[config.mk]
export PLATFORM = sky130hd
export DESIGN_NAME = minibit_alu_seq
export DESIGN_NICKNAME = d
export VERILOG_FILES = /design/src/rtl/minibit_alu_seq.sv
export SDC_FILE = /design/constraint.sdc
export NUM_CORES = 1
export LEC_CHECK = 0
export BUFFER_PORTS_ARGS = -buffer_cell sky130_fd_sc_hd__buf_2
export CAP_MARGIN = 20
export CORE_MARGIN = 1
export CORE_UTILIZATION = 44
export CTS_CLUSTER_DIAMETER = 30
export DETAILED_ROUTE_END_ITERATION = 12
export GPL_TIMING_DRIVEN = 1
export PLACE_DENSITY_LB_ADDON = 0.2
export SLEW_MARGIN = 5
export SYNTH_ARGS = -nofsm -noshare
export SYNTH_HDL_FRONTEND = slang
export SYNTH_SLANG_ARGS = --single-unit
[constraint.sdc]
create_clock -name clk -period 1.5 [get_ports clk]
set_input_delay 0.075 -clock clk [delete_from_list [all_inputs] [get_ports clk]]
set_output_delay 0.075 -clock clk [all_outputs]
set_load 0.05 [all_outputs]
[src/rtl/minibit_alu_seq.sv]
// MiniBit ALU sequencer: issues one instruction at a time to the combinational
// decoder/ALU pair and owns the flag register. Optional macro: MINIBIT_ALU_REPEAT_EN.
module minibit_alu_seq #(
    parameter int W = 8
) (
    input  logic         clk,
    input  logic         rst,
    input  logic         instr_valid,
    output logic         instr_ready,
    input  logic [7:0]   instr,
    input  logic [W-1:0] opa,
    input  logic [W-1:0] opb,
    output logic [7:0]   alu_op,
    output logic [W-1:0] alu_a,
    output logic [W-1:0] alu_b,
    input  logic [W-1:0] alu_o,
    input  logic         pre_carry,
    input  logic         pre_lt,
    input  logic         pre_z,
    output logic         fl_carry,
    output logic         fl_lt,
    output logic         fl_z,
    output logic         res_valid,
    input  logic         res_ready,
    output logic [W-1:0] res,
    output logic         busy
);

    typedef enum logic [1:0] {
        IDLE = 2'd0,
        EXEC = 2'd1,
        DONE = 2'd2
    } state_t;

    state_t       state, state_nxt;
    logic [3:0]   op_r;
    logic [W-1:0] a_r;
    logic [W-1:0] b_r;
    logic [W-1:0] res_r;
    logic         more;

`ifdef MINIBIT_ALU_REPEAT_EN
    // cnt holds the number of passes still to run after the current one.
    logic [3:0]   cnt;
    assign more = (cnt != '0);
`else
    logic         instr_cnt_unused;
    assign more             = 1'b0;
    assign instr_cnt_unused = ^instr[3:0];
`endif

    always_ff @(posedge clk or posedge rst) begin
        if (rst) begin
            state <= IDLE;
        end else begin
            state <= state_nxt;
        end
    end

    always_comb begin
        state_nxt = state;
        case (state)
            IDLE: if (instr_valid) state_nxt = EXEC;
            EXEC: if (!more)       state_nxt = DONE;
            DONE: if (res_ready)   state_nxt = IDLE;
            default:               state_nxt = IDLE;
        endcase
    end

    always_comb begin
        instr_ready = 1'b0;
        res_valid   = 1'b0;
        busy        = 1'b0;
        case (state)
            IDLE:    instr_ready = 1'b1;
            EXEC:    busy        = 1'b1;
            DONE: begin
                busy      = 1'b1;
                res_valid = 1'b1;
            end
            default: instr_ready = 1'b0;
        endcase
    end

    // Flags update only on EXEC edges, so the carry fed to the decoder is
    // stable for the whole of each pass.
    always_ff @(posedge clk or posedge rst) begin
        if (rst) begin
            op_r     <= '0;
            a_r      <= '0;
            b_r      <= '0;
            res_r    <= '0;
            fl_carry <= 1'b0;
            fl_lt    <= 1'b0;
            fl_z     <= 1'b0;
`ifdef MINIBIT_ALU_REPEAT_EN
            cnt      <= '0;
`endif
        end else begin
            case (state)
                IDLE: begin
                    if (instr_valid) begin
                        op_r <= instr[7:4];
                        a_r  <= opa;
                        b_r  <= opb;
`ifdef MINIBIT_ALU_REPEAT_EN
                        cnt  <= instr[3:0];
`endif
                    end
                end
                EXEC: begin
                    res_r    <= alu_o;
                    fl_carry <= pre_carry;
                    fl_lt    <= pre_lt;
                    fl_z     <= pre_z;
                    if (more) begin
                        a_r <= alu_o;
`ifdef MINIBIT_ALU_REPEAT_EN
                        cnt <= cnt - 4'd1;
`endif
                    end
                end
                default: ;
            endcase
        end
    end

    assign alu_op = {op_r, 4'b0000};
    assign alu_a  = a_r;
    assign alu_b  = b_r;
    assign res    = res_r;

endmodule

==> flow_summary.ini <==
[global_routing]
antenna_found_initial = 0
grt_pass1_vias = 1049
gr-usage-met2 = 0.3360
grt.met3_usage = 0.04835
grt_remaining_overflow = 0
grt_max_degree = 34
grt_pass1_wl_mm = 4.671
met1_usage = 0.2026
grt.total_usage = 0.1869
busiest_layer = met2

[yosys]
avgSynthCellArea_um2 = 16.48
yosysTopAreaCell = dfrtp_1
async_flop_share = 1.000
synth-seq-cells = 33
synth_edf_count = 0
ys_warn_count = 0
ys_seq_area_frac = 0.5825
synth_flop_cell = dfrtp_1
netlist_top_cells_count = dfrtp_1, mux2_4, mux2_2
synth_top_area_share = 0.5825
netlist_area_mm2 = 0.001418
synthTopCellsByArea = dfrtp_1, mux2_4, mux2_2
synth_most_common_cell = dfrtp_1
synth_cell_types = 14
synthCells = 86

[floorplan]
die-area_mm2 = 0.003453
rows = 20
initial_core_util = 0.4643
core_area_mm2 = 0.003053
die_y_um = 58.76
die_x_um = 58.76
io_pins = 77

[route]
via_per_inst = 4.364
ant_nets = 0
drt_iter0_markers = 12
routedWlPerCell_um = 12.29
wl_mm = 2.937
drcViolationCount = 0
vias = 1043
first_pass_iters = 2

[worst_setup_path]
path_class = flop to flop
crit_path_max_incr_delay_ps = 410
r2r_cells = 5
crit_path_max_fanout = 10
critPathArrivalTime_ps = 1640
cp-start-kind = flop
cp_data_required_time_ps = 1710
end_kind = flop
path_cells = inv_1, ha_2, nand2_2, buf_4, mux2_4
slowest_stage = dfrtp_1

[run]
max-cap-violations = 0

[final_layout]
multi_input_area_um2 = 535.5
fin_cells = 239
regArea_um2 = 825.8
fin_nets = 237
diodes = 0
design_area_mm2 = 0.002230
syn2layout_area_growth_pct = 57.28
layout-drive-gt1-share = 0.5897
fill_cells = 227

[place]
pre_cts_ws_ps = 71.36
numPortBuffers = 68
place_area_mm2 = 0.001814
hpwl_mm = 1.892
gp_congestion = 0.6172
placedCellCount = 198

[worst_hold_path]
min-delay-path-class = primary input to flop
holdPathStages = 3

[timing]
fin_skew_ps = 4.550
setup_violations = 0
report.final.slew_viol_count = 0
worst_slack_ps = 69.05
final.min_clock_period_ps = 1431
max_freq_mhz = 698.8
hold_ws_ps = 78.52
hold_viol_final = 0
fin_crit_sh = 0.9540

[clock_network]
clock-sinks = 33
clk_pin_slew_ps = 90
h-tree-depth = 2
clockBufferDepth = 2
clockRootBuffer = clkbuf_4
clock_latency_ps = 320
tritoncts = built
cts-buffers-inserted = 5

[outcome]
status = complete, no violations
-- through the flow --
stage | setup TNS (ps) | utilization
floorplan | -505.3 | -
detailed placement | 0 | 0.5943
global route | -9.077 | 0.7303
finish | 0 | 0.7303
CTS | 0 | 0.7270
global placement | 0 | 0.5943
-- worst max-delay path, delay by kind of cell (launching register included) --
kind                       cells  cell delay, ps
adders and majority gates      1             230
muxes                          1             310
and+or+nand+nor                1              60
DFF                            1             410
buffers and inverters          2             300
-- layout by cell type, fill, tap and decap left out, types with 2 or more instances in the layout --
master,count
buf_2,67
conb_1,4
clkbuf_4,6
dlygate4sd3_1,32
ha_2,2
dfrtp_1,33
ha_1,2
mux2_2,12
mux2_4,20
buf_4,4
inv_1,4
-- final cells by class --
type,count,area share
sequential,33,0.3704
timing repair buffer,105,0.3199
multi-input combinational,45,0.2402
clock buffer,7,0.02469
tap,44,0.02469
clock inverter,1,0.01347
inverter,4,0.006734
-- worst paths after layout --
check                                     startpoint                    to  slack (ps)
worst max-delay path            state[1]$_DFFE_PP0P_  alu_b[6]$_DFFE_PP0P_          70
worst min-delay path                       res_ready  state[0]$_DFFE_PP0P_          80
worst max register to register  state[1]$_DFFE_PP0P_  alu_b[6]$_DFFE_PP0P_          70
worst min register to register    res[7]$_DFFE_PP0N_    res[7]$_DFFE_PP0N_         510
max in group asynchronous                        rst  alu_a[4]$_DFFE_PP0P_         830
min in group asynchronous                        rst    res[2]$_DFFE_PP0N_         380
-- metal layers --
layer | vias to the layer above | routed length (µm)
met5 | - | 0
met4 | 0 | 39
li1 | 498 | -
met2 | 40 | 1571
met3 | 4 | 162
met1 | 501 | 1163
-- repair_timing --
item                       CTS  global route
hold endpoints to repair    64             0
hold buffers                32             0
buffers inserted             0             1
setup endpoints to repair    0             2
resized for setup            0             1
-- cell families (layout without fill, tap and decap cells) --
logic type      count (synthesis)  count (layout)  share of synthesized area
other cells                     1               4                   0.002645
compound gates                  3               3                    0.01235
flops                          33              33                     0.5825
mux                            32              32                     0.3072
fa+ha+maj                       4               4                    0.03531
buf+inv                        11             117                    0.05118
simple gates                    2               2                   0.008832
-- sequential cells by signal, indices dropped and copies added (netlist names) --
register  flops
alu_a         8
alu_b         8
fl_carry      1
fl_lt         1
fl_z          1
op_r          4
res           8
state         2
Power is not shown: default switching activity piles up to over one toggle a cycle in this logic, so the estimate is an artifact.
